File: src/rtl/mul32.sv
// Two-stage pipelined 32x32 multiplier returning the low 32 bits of the product.
// Stage 1 registers the three 16x16 partial products that reach the low word; stage 2 sums them.
module mul32 (
  input  logic        CLK,
  input  logic        rst_n,
  input  logic [31:0] A,
  input  logic [31:0] B,
  output logic [31:0] C
);

  logic [31:0] ll_full, lh_full, hl_full;
  logic [31:0] pp_ll;
  logic [15:0] pp_lh, pp_hl;
  logic [15:0] mid;

  // Ah*Bh only touches bits 32 and up, so it is never formed.
  assign ll_full = A[15:0]  * B[15:0];
  assign lh_full = A[15:0]  * B[31:16];
  assign hl_full = A[31:16] * B[15:0];

  // Cross terms land at bit 16, so only their low halves survive the truncation.
  assign mid = pp_lh + pp_hl;

  // rst_n is active-high despite its name.
  always_ff @(posedge CLK) begin
    if (rst_n) begin
      pp_ll <= '0;
      pp_lh <= '0;
      pp_hl <= '0;
      C     <= '0;
    end else begin
      pp_ll <= ll_full;
      pp_lh <= lh_full[15:0];
      pp_hl <= hl_full[15:0];
      C     <= pp_ll + {mid, 16'h0000};
    end
  end

endmodule

File: config.mk
export PLATFORM = sky130hd
export DESIGN_NAME = mul32
export DESIGN_NICKNAME = d
export VERILOG_FILES = /design/src/rtl/mul32.sv
export SDC_FILE = /design/constraint.sdc
export NUM_CORES = 1
export LEC_CHECK = 0
export CAP_MARGIN = 0
export CELL_PAD_IN_SITES_DETAIL_PLACEMENT = 1
export CELL_PAD_IN_SITES_GLOBAL_PLACEMENT = 1
export CORE_ASPECT_RATIO = 2
export CORE_MARGIN = 3
export CORE_UTILIZATION = 53
export CTS_BUF_LIST = sky130_fd_sc_hd__clkbuf_8
export CTS_CLUSTER_DIAMETER = 200
export CTS_CLUSTER_SIZE = 40
export DETAILED_ROUTE_END_ITERATION = 8
export GPL_ROUTABILITY_DRIVEN = 0
export MAX_ROUTING_LAYER = met4
export PLACE_DENSITY_LB_ADDON = 0.3
export SLEW_MARGIN = 25
export SYNTH_ARGS = -nofsm -noshare
export SYNTH_HDL_FRONTEND = slang
export SYNTH_SLANG_ARGS = --single-unit
File: constraint.sdc
create_clock -name CLK -period 10.08 [get_ports CLK]
set_input_delay 2.016 -clock CLK [delete_from_list [all_inputs] [get_ports CLK]]
set_output_delay 2.016 -clock CLK [all_outputs]
set_load 0.05 [all_outputs]
# Yosys cells after proc, flatten, opt, wreduce, memory -nomap -nowiden
# Index checks and enable logic that the tools add are counted.
dict set report totals {
  ff_bits 96
  latch_bits 0
  ram_bits 0
  mem_bits_ro 0
  wordCells 9
  memories 0
}
dict set report op_classes {
  add_sub_neg 2
  mul 3
  div_mod_pow 0
  n_lt_le_gt_ge 0
  n_eq_ne 0
  n_shift 0
  mux 0
  bitwise_logic 0
  n_reduce_logical 0
}
# cell count
set op_table {}
lappend op_table {{$add 32x32->32} 1}
lappend op_table {{$mul 16x16->16} 2}
lappend op_table {{$mul 16x16->32} 1}
lappend op_table {{$add 16x16->16} 1}

# Depth between registers and ports, before layout
# Gate-level depths: netlist of the first run.
dict set report depth {
  ltp_word 2
  ltp_mapped 22
  ltp_nobuf 20
}

# Worst setup path after synthesis of the first run
# OpenSTA, ideal clock, no wires.
dict set report synth_timing {
  kind {input port to flip-flop}
  startpoint {input port A[12]}
  endpoint {register pp_ll[22]}
  setup_time_ps 123
  arrival_time_ps 7366
  t_required_ps 9957
  path_slack_ps 2590
  cell_stages 19
  path_buffers 2
  cell_sequence {clkbuf_1 clkbuf_1 nand2_1 fa_1 fa_1 fa_1 inv_1 fa_1 fa_1 inv_1 fa_1 inv_1 ha_1 a21o_1 a21o_1 a21oi_1 a31oi_4 o41ai_2 mux2_1}
}
dict set report synth_via {
  elab_chain_cells 1
}
# item line
set synth_lines {}
lappend synth_lines {{start: declaration} 6} ;# input logic [31:0] A,
lappend synth_lines {{$mul 16x16->32} 17} ;# assign ll_full = A[15:0] * B[15:0];
lappend synth_lines {{end signal: assignment} 32} ;# pp_ll <= ll_full;
lappend synth_lines {{end: declaration} 12} ;# logic [31:0] pp_ll;
# No other way between the ends.
# A chain may end at the register's enable or synchronous reset.

# Worst setup path in the final report of the first run
dict set report layout_timing {
  startpoint {input port B[2]}
  endpoint {register pp_hl[15]}
}
dict set report layout_via {
  elab_chain_cells 1
}
# item line
set layout_lines {}
lappend layout_lines {{start: declaration} 7} ;# input logic [31:0] B,
lappend layout_lines {{$mul 16x16->16} 19} ;# assign hl_full = A[31:16] * B[15:0];
lappend layout_lines {{end signal: assignment} 34} ;# pp_hl <= hl_full[15:0];
lappend layout_lines {{end: declaration} 13} ;# logic [15:0] pp_lh, pp_hl;
# No other way between the ends.

==> out/qor.csv, run 1 <==
stage,metric,value,unit
route,Avg WL per Cell,22.5,um
sta,part of the cycle the worst path needs,0.846,
worst_setup_path,max incr delay on CP,1.00,ns
worst_setup_path,Critical Path RT,10.30,ns
cells_and_area,area delta synth->final,7.87,%
cts,Hold Buf Count CTS,0,
worst_setup_path,cell family with most CP delay,adder cells,
sta,max-slew violation count,0,
global_route,largest net degree at the start of global routing,58,
worst_setup_path,slowest CP cell,clkdlybuf4s50_1,
cts,Longest Clk Path Bufs,2,
floorplan,Rows,100,
route,vias per inst,5.74,
route,remaining antenna violation count,0,
floorplan,Initial Util,0.541,
cts,clock root buffer,clkbuf_8,
sta,Worst Max-Slew Pin Slew,1.12,ns
global_route,first-pass GRT wire length,100000,um
cts,clk_lat worst skew,0.38,ns
sta,Fin. Hold Viols,0,
sta,Setup-failing EPs final,0,
cts,Sink Count,96,
global_route,Tot GR Track Use,0.334,
floorplan,Chip Width,144,um
synthesis,"Async S/R FF share, synth",0,
synthesis,Yosys warning count,0,
synthesis,compound-cell area share of the yosys netlist,0.0614,
worst_setup_path,crit path kind,input port to flop,
run,max-cap violation count,0,
floorplan,Die Ht,283,um
synthesis,Post-Syn Instances,2354,
cts,Num CTS Buffers,9,
cells_and_area,Nets,3044,
worst_setup_path,worst path bufs/invs,6,
sta,max_slew headroom,0.250,
synthesis,post-synthesis sequential area ratio,0.0947,
floorplan,core area,0.0375,mm2
synthesis,mux cell area share after synthesis,0.00370,
worst_setup_path,crit end category,flop,
sta,Fmax,117,MHz
cts,PostCTS Resize Cnt,0,
floorplan,# IOs,98,
synthesis,post-synthesis register bit count,96,
placed_design,Inst Count DP,2838,
worst_setup_path,CP arrival,8.74,ns
route,Routed Wire Length,64100,um
floorplan,full die area,0.0408,mm2
route,number of DRC markers in iteration 0,765,
route,Vias,16400,
route,detailed-route DRC error count,0,
global_route,grt total ovfl,0,
sta,Layout Skew,0.00783,ns
cts,postcts setup bufs,0,
synthesis,Mapped Nets,3008,
cells_and_area,layout cells sized above 1,0.0280,
cts,clock-pin slew on the worst setup and hold paths,0.09,ns
placed_design,# port buffers,97,
synthesis,Post-synth top flop,dfxtp_1,
route,drt first pass iters,5,
worst_setup_path,crit path cell chain,clkdlybuf4s50_1 -> buf_4 -> and2_1 -> fa_1 -> inv_1 -> fa_1 -> inv_1 -> ha_1 -> fa_1 -> inv_1 -> fa_1 -> inv_1 -> fa_1 -> ha_1 -> a2111oi_0 -> nor3_1 -> nor3_1 -> nor3_1 -> nor3b_1,
worst_setup_path,Most common cell on crit path,fa_1,
cts,CTS H-tree depth,3,
cts,CTS tree,built,
sta,RSZ-0062 raised after global routing,no,
global_route,vias in the first global route,19300,
sta,Setup TNS,0,ns
synthesis,XOR/XNOR share of the synthesized area,0.0514,
cells_and_area,Layout Cells excl Fill,2853,
outcome,status,"finished, final reports clean",
worst_setup_path,CP Max Fanout,21,
sta,final critical-path required period,8.52,ns
worst_hold_path,min-delay worst type,flop to flop,
synthesis,Adder-Cell Fraction of Synth Area,0.494,
synthesis,Netlist cell types,67,
synthesis,Post-synth EDFFs,0,
cells_and_area,ANT cells,0,
synthesis,"Avg Cell Area, Syn",8.62,um2
placed_design,hpwl dp,54000,um
global_route,initial antenna violation count,0,
synthesis,Synth Area in Simple Gates,0.186,
worst_setup_path,Setup crit start kind,input port,
synthesis,largest family of logic cells by synthesized area,adder cells,
synthesis,Mapped Area,0.0203,mm2
==> flip-flops by register name (all words and copies together), names as in the netlist <==
| signal | count |
|---|---|
| pp_ll | 32 |
| pp_hl | 16 |
| pp_lh | 16 |
| C | 32 |
==> cell usage after synthesis (15+ instances only) <==
cell,number,area [um2]
a21o_1,15,113
a21oi_1,54,270
and2_1,213,1330
clkbuf_1,96,360
dfxtp_1,96,1920
fa_1,356,7130
ha_1,232,2900
inv_1,481,1810
nand2_1,358,1340
nand3_1,16,80.1
nor2_1,76,285
nor2b_1,35,219
nor3_1,29,145
o21ai_0,32,160
or3_1,18,113
xnor2_1,79,692
xor2_1,35,307
==> path summary, 6_finish.rpt <==
path,slack (ns),from,endpoint,depth (start not counted)
worst max-delay path,1.56,B[2],pp_hl[15],19
worst min-delay path,0.44,pp_ll[11],C[11],1
worst max register to register,5.85,pp_lh[0],C[31],17
worst min register to register,0.44,pp_ll[11],C[11],1
==> layout by cell type, fill, tap and decap left out, drive strengths merged, types with 18 or more instances in the layout <==
cell / n
nor3: 29
and2: 213
nand2: 358
dfxtp: 96
buf: 33
a21oi: 54
or3: 18
fa: 356
o21ai: 37
clkdlybuf4s50: 96
xnor2: 79
ha: 232
xor2: 35
inv: 483
nor2: 76
nor2b: 35
==> cell families (layout without fill, tap and decap cells) <==
kind of cell,Yosys count,after routing
multiplexers,7,7
AND/OR/NAND/NOR,782,782
AO/OA/AOI/OAI,180,180
adder cells (fa/ha/maj),588,588
XOR/XNOR,116,116
buffers and inverters,585,625
flip-flops,96,96
==> cell type report <==
class / instances / area (um2)
tap: 459 / 574
fill: 4459 / 15600
inverter: 481 / 1810
sequential: 96 / 1920
multi-input combinational: 1673 / 16200
timing repair buffer: 129 / 1210
clock buffer: 9 / 124
clock inverter: 6 / 85.1
==> through the flow <==
stage / area, um2 / util / hold WS, ns / setup WS [ns]
after floorplan: 20300 / - / 0.414 / 2.59
after global placement: 21700 / 0.578 / 0.423 / 1.55
after detailed placement: 21700 / 0.578 / 0.425 / 1.31
after CTS: 21900 / 0.583 / 0.447 / 1.73
after global routing: 21900 / 0.583 / 0.469 / 1.42
final: 21900 / 0.583 / 0.443 / 1.56
==> layer usage <==
metal | vias to the layer above | part of all wire | track usage
met5 | - | 0 | -
met4 | 0 | 0.094 | 0.246
met3 | 325 | 0.035 | 0.0265
met2 | 612 | 0.54 | 0.609
met1 | 8264 | 0.33 | 0.320
li1 | 7189 | - | -
Power of run 1 is not shown: default switching activity piles up to over one toggle a cycle in this logic, so the estimate is an artifact.
==> inputs of run 2 (changes only) <==
--- a/config.mk
+++ b/config.mk
@@ -10,7 +10,7 @@
 export CELL_PAD_IN_SITES_GLOBAL_PLACEMENT = 1
 export CORE_ASPECT_RATIO = 2
 export CORE_MARGIN = 3
-export CORE_UTILIZATION = 53
+export CORE_UTILIZATION = 49
 export CTS_BUF_LIST = sky130_fd_sc_hd__clkbuf_8
 export CTS_CLUSTER_DIAMETER = 200
 export CTS_CLUSTER_SIZE = 40
==> constraint.sdc (replaced) <==
create_clock -name CLK -period 8.6 [get_ports CLK]
set_input_delay 1.72 -clock CLK [delete_from_list [all_inputs] [get_ports CLK]]
set_output_delay 1.72 -clock CLK [all_outputs]
set_load 0.05 [all_outputs]
==> run 2 against run 1 <==
Against the previous run: sequential cell count unchanged; die area increased by 7.9%; critical endpoint is now pp_ll[29]; via count decreased by 1.3%.
==> out/qor.csv, run 2 (synthesized netlist as in run 1, its figures left out) <==
stage,metric,value,unit,change
outcome,status,"finished, final reports clean",,
floorplan,core area,0.0406,mm2,+8.2%
route,Routed Wire Length,62100,um,-3.1%
cells_and_area,register cell area after layout,0.00192,mm2,unchanged
floorplan,Chip Width,150,um,+3.8%
worst_hold_path,min-delay worst type,flop to flop,,
worst_setup_path,worst path bufs/invs,5,,-1
floorplan,Rows,104,,+4.0%
cells_and_area,ANT cells,0,,unchanged
cts,clk_lat worst skew,0.39,ns,about the same
route,Vias,16200,,-1.3%
sta,Fmax,124,MHz,
worst_setup_path,CP Max Fanout,16,,-24%
cts,PostCTS Resize Cnt,0,,unchanged
cells_and_area,"commonest non-fill, non-tap cell in the layout",inv_1,,
worst_setup_path,crit path cell chain,clkdlybuf4s50_1 -> nand2_1 -> fa_1 -> fa_1 -> inv_1 -> fa_1 -> fa_1 -> fa_1 -> inv_1 -> fa_1 -> inv_1 -> ha_1 -> a2111oi_0 -> inv_1 -> o22ai_1 -> o21ai_1 -> a211oi_1 -> mux2_1,,
sta,part of the cycle the worst path needs,0.938,,
cells_and_area,biggest regs,"C x32, pp_ll x32",,
sta,final critical-path required period,8.06,ns,
cts,Num CTS Buffers,9,,unchanged
worst_setup_path,slowest CP cell,clkdlybuf4s50_1,,
run,max-cap violation count,0,,unchanged
placed_design,# port buffers,97,,unchanged
cts,Sink Count,96,,unchanged
cells_and_area,layout cells sized above 1,0.0436,,+0.0156
global_route,initial antenna violation count,0,,unchanged
cts,Hold Buf Count CTS,0,,unchanged
route,number of DRC markers in iteration 0,596,,-22%
worst_setup_path,worst r2r path cells,17,,unchanged
placed_design,hpwl dp,53800,um,-0.34%
worst_setup_path,Critical Path RT,8.88,ns,-1.42 ns
worst_setup_path,CP startpoint,B[2],,
sta,max_slew headroom,0.346,,+0.0959
worst_setup_path,CP arrival,8.34,ns,-0.40 ns
cts,CTS H-tree depth,3,,unchanged
global_route,largest net degree at the start of global routing,56,,-3.4%
floorplan,full die area,0.0440,mm2,+7.9%
floorplan,Die Ht,294,um,+3.9%
sta,Layout Skew,0.0160,ns,+0.00821 ns
sta,Setup-failing EPs final,0,,unchanged
sta,RSZ-0062 raised after global routing,no,,
global_route,vias in the first global route,18700,,-3.3%
sta,Worst Max-Slew Pin Slew,0.978,ns,-0.143 ns
route,drt first pass iters,7,,+2
cells_and_area,area delta synth->final,9.65,%,
worst_setup_path,Worst R2R End,C[31],,
worst_setup_path,FF-to-FF setup slack,4.36,ns,-1.49 ns
worst_setup_path,max incr delay on CP,1.04,ns,+0.04 ns
cts,clock-pin slew on the worst setup and hold paths,0.10,ns,about the same
route,remaining antenna violation count,0,,unchanged
worst_setup_path,Worst Setup EP,pp_ll[29],,
cells_and_area,Nets,3081,,+1.2%
worst_setup_path,Critical Path Stages,18,,-1
worst_setup_path,crit path kind,input port to flop,,
worst_setup_path,cell family with most CP delay,adder cells,,
cts,clock root buffer,clkbuf_8,,
floorplan,Initial Util,0.500,,-0.0408
worst_setup_path,crit end category,flop,,
global_route,Tot GR Track Use,0.297,,-0.0363
worst_hold_path,Hold Startpoint,pp_ll[0],,
route,vias per inst,5.46,,-4.9%
cells_and_area,most frequent cells in the layout,"inv_1 (481), nand2_1 (358), fa_1 (356)",,
cts,postcts setup bufs,0,,unchanged
route,Avg WL per Cell,21.0,um,-6.6%
cts,Longest Clk Path Bufs,2,,unchanged
global_route,first-pass GRT wire length,97500,um,-2.8%
cells_and_area,fill count,4869,,+9.2%
sta,max-slew violation count,0,,unchanged
route,detailed-route DRC error count,0,,unchanged
sta,Fin. Hold Viols,0,,unchanged
sta,Setup TNS,0,ns,unchanged
floorplan,# IOs,98,,unchanged
worst_setup_path,Setup crit start kind,input port,,
cells_and_area,Multi-input gate area,0.0162,mm2,unchanged
worst_setup_path,Most common cell on crit path,fa_1,,
worst_setup_path,reg2reg start,pp_lh[0],,
cts,CTS tree,built,,
global_route,grt total ovfl,0,,unchanged
run 2: changes by cell type in the layout (fill, tap and decap cells not counted), sizes merged:
| cell | delta |
|---|---|
| buf | +37 |
| bufinv | -1 |
| clkbuf | +1 |
| clkinv | +1 |
run 2: cell type report:
type,instances,share of cell area
Clock buffer,10,0.00618
Clock inverter,6,0.00292
Inverter,481,0.0811
Multi-Input combinational cell,1673,0.727
Sequential cell,96,0.0864
Tap cell,530,0.0298
Timing Repair Buffer,166,0.0668
run 2: through the flow:
stage / setup WS (ns) / cell area, um2 / cells / utilization / hold WS [ns]
CTS: 0.546 / 22300 / 2962 / 0.548 / 0.439
finish: 0.537 / 22300 / 2962 / 0.548 / 0.440
global placement: 0.440 / 22100 / 2946 / 0.543 / 0.426
detailed placement: 0.169 / 22100 / 2946 / 0.543 / 0.432
global route: 0.212 / 22300 / 2962 / 0.548 / 0.460
floorplan: 1.41 / 20300 / 2354 / - / 0.414
run 2: how the worst min path moves through the flow:
| stage | cells after the start | to | slack (ns) |
|---|---|---|---|
| 2_1_floorplan | 1 | C[0] | 0.41 |
| 3_3_place_gp | 1 | C[2] | 0.43 |
| 3_5_place_dp | 1 | C[2] | 0.43 |
| 4_1_cts | 1 | C[0] | 0.44 |
| 5_1_grt | 1 | C[8] | 0.46 |
| 6_report | 1 | C[0] | 0.44 |
run 2: layer usage:
| layer | GRT usage | vias up | part of all wire |
|---|---|---|---|
| li1 | - | 7245 | - |
| met1 | 0.288 | 8242 | 0.34 |
| met2 | 0.547 | 461 | 0.54 |
| met3 | 0.0268 | 231 | 0.035 |
| met4 | 0.204 | 0 | 0.086 |
| met5 | - | - | 0 |
Power of run 2 is left out for the same reason.
==> inputs of run 3 (changes only) <==
--- a/config.mk
+++ b/config.mk
@@ -5,11 +5,11 @@
 export SDC_FILE = /design/constraint.sdc
 export NUM_CORES = 1
 export LEC_CHECK = 0
-export CAP_MARGIN = 0
+export CAP_MARGIN = 20
 export CELL_PAD_IN_SITES_DETAIL_PLACEMENT = 1
 export CELL_PAD_IN_SITES_GLOBAL_PLACEMENT = 1
 export CORE_ASPECT_RATIO = 2
-export CORE_MARGIN = 3
+export CORE_MARGIN = 2
 export CORE_UTILIZATION = 49
 export CTS_BUF_LIST = sky130_fd_sc_hd__clkbuf_8
 export CTS_CLUSTER_DIAMETER = 200
==> run 3 against run 2 <==
Against the previous run: sequential cell count unchanged; die area decreased by 2.0%; worst setup slack better by 0.12 ns; hold slack better by 0.0076 ns; critical path depth grew 2; non-clock buffer count fell by 2; wire length fell by 0.75%; first-iteration DRC count grew 15%; sequential share of layout area about the same; critical endpoint unchanged; largest cell class unchanged; highest routed layer unchanged.
==> out/qor.csv, run 3 (synthesized netlist as in run 1, its figures left out) <==
stage,metric,value,unit,change
cells_and_area,"commonest non-fill, non-tap cell in the layout",inv_1,,
route,Vias,16300,,+0.62%
sta,Setup TNS,0,ns,unchanged
floorplan,full die area,0.0432,mm2,-2.0%
worst_setup_path,Critical Path RT,8.90,ns,+0.02 ns
cells_and_area,register cell area after layout,0.00192,mm2,unchanged
cts,Hold Buf Count CTS,0,,unchanged
sta,part of the cycle the worst path needs,0.924,,-0.0139
sta,Worst Max-Slew Pin Slew,0.909,ns,-0.0686 ns
cts,Sink Count,96,,unchanged
placed_design,hpwl dp,53500,um,-0.53%
cells_and_area,fill count,4939,,+1.4%
route,number of DRC markers in iteration 0,684,,+15%
sta,Setup-failing EPs final,0,,unchanged
floorplan,Die Ht,292,um,-0.68%
worst_setup_path,CP Max Fanout,12,,-4
worst_hold_path,Hold Startpoint,pp_ll[6],,
run,max-cap violation count,0,,unchanged
worst_setup_path,CP startpoint,A[11],,
worst_hold_path,Worst Hold End,C[6],,
route,drt first pass iters,5,,-2
worst_setup_path,worst r2r path cells,17,,unchanged
route,vias per inst,5.49,,+0.52%
global_route,initial antenna violation count,1,,+1
worst_setup_path,Worst R2R End,C[31],,
sta,Fin. Hold Viols,0,,unchanged
route,remaining antenna violation count,0,,unchanged
outcome,status,"finished, final reports clean",,
cts,clock-pin slew on the worst setup and hold paths,0.09,ns,about the same
worst_setup_path,FF-to-FF setup slack,4.30,ns,-0.06 ns
worst_hold_path,hold path cells,1,,unchanged
worst_setup_path,crit path kind,input port to flop,,
global_route,vias in the first global route,19000,,+1.8%
global_route,largest net degree at the start of global routing,61,,+8.9%
global_route,first-pass GRT wire length,98200,um,+0.71%
worst_setup_path,Setup crit start kind,input port,,
global_route,grt total ovfl,0,,unchanged
cells_and_area,Nets,3079,,-0.065%
global_route,Tot GR Track Use,0.307,,+0.00927
cts,postcts setup bufs,0,,unchanged
sta,Fmax,126,MHz,+1.5%
cts,clk_lat worst skew,0.42,ns,+0.03 ns
cts,clock root buffer,clkbuf_8,,
cts,Longest Clk Path Bufs,2,,unchanged
worst_hold_path,min-delay worst type,flop to flop,,
floorplan,Chip Width,148,um,-1.3%
cts,Num CTS Buffers,9,,unchanged
sta,RSZ-0062 raised after global routing,no,,
route,detailed-route DRC error count,0,,unchanged
cts,PostCTS Resize Cnt,0,,unchanged
placed_design,# port buffers,97,,unchanged
route,Routed Wire Length,61600,um,-0.75%
worst_setup_path,CP arrival,8.24,ns,-0.10 ns
sta,max-slew violation count,0,,unchanged
sta,Hold WS,0.448,ns,+0.00755 ns
cells_and_area,biggest regs,"C x32, pp_ll x32",,
cells_and_area,post-layout util,0.543,,-0.00531
cells_and_area,Multi-input gate area,0.0162,mm2,unchanged
worst_setup_path,crit end category,flop,,
cts,CTS H-tree depth,3,,unchanged
floorplan,# IOs,98,,unchanged
floorplan,Initial Util,0.495,,-0.00476
sta,Layout Skew,0.0226,ns,+0.00655 ns
route,Avg WL per Cell,20.8,um,-0.85%
cells_and_area,layout cells sized above 1,0.0424,,-0.00120
sta,max_slew headroom,0.392,,+0.0459
worst_setup_path,reg2reg start,pp_lh[0],,
floorplan,core area,0.0410,mm2,+0.96%
sta,final critical-path required period,7.94,ns,-0.119 ns
cells_and_area,most frequent cells in the layout,"inv_1 (482), nand2_1 (358), fa_1 (356)",,
cells_and_area,ANT cells,0,,unchanged
cts,CTS tree,built,,
cells_and_area,area delta synth->final,9.63,%,about the same
floorplan,Rows,105,,+0.96%
[run 3: cell types whose count changed in the layout (fill, tap and decap cells not counted), sizes merged]
cell and change:
clkinvlp +1, clkbuf -1, buf -2
[run 3: cell type report]
| type | instances | area share |
|---|---|---|
| clock inverters | 7 | 0.00321 |
| multi-input cells | 1673 | 0.727 |
| clock buffers | 9 | 0.00557 |
| repair buffers | 164 | 0.0667 |
| well taps | 535 | 0.0301 |
| flip-flops and latches | 96 | 0.0864 |
| inverters | 481 | 0.0811 |
[run 3: metal layers]
layer,global-route usage,part of all wire,vias to the layer above
met3,0.0314,0.038,296
met4,0.233,0.097,0
li1,-,-,7249
met2,0.562,0.54,531
met1,0.289,0.33,8204
met5,-,0,-
[run 3: metrics by stage]
step                std cells  cell area (um2)  setup WS (ns)
global placement         2949            22100          0.451
CTS                      2965            22300          0.716
floorplan                2354            20300           1.41
global route             2965            22300          0.483
detailed placement       2949            22100          0.295
finish                   2965            22300          0.656
[run 3: worst max-delay path by stage]
| stage | to | slack (ns) | cells past startpoint |
|---|---|---|---|
| floorplan | pp_ll[22] | 1.41 | 19 |
| global placement | pp_ll[29] | 0.45 | 20 |
| detailed placement | pp_ll[31] | 0.30 | 20 |
| CTS | pp_ll[31] | 0.72 | 20 |
| global route | pp_ll[29] | 0.48 | 18 |
| finish | pp_ll[29] | 0.66 | 20 |
[run 3: worst max-delay path: stages]
cell	delay, ns
clkdlybuf4s50_1	0.96
buf_4	0.32
nand2_1	0.11
fa_1	0.54
fa_1	0.52
inv_1	0.06
fa_1	0.57
fa_1	0.43
fa_1	0.49
inv_1	0.05
fa_1	0.47
inv_1	0.04
ha_1	0.36
a21oi_1	0.20
o21ai_1	0.12
a221o_1	0.35
a21oi_1	0.16
o21ai_1	0.10
a211oi_1	0.30
mux2_1	0.35
Power of run 3 is left out for the same reason.
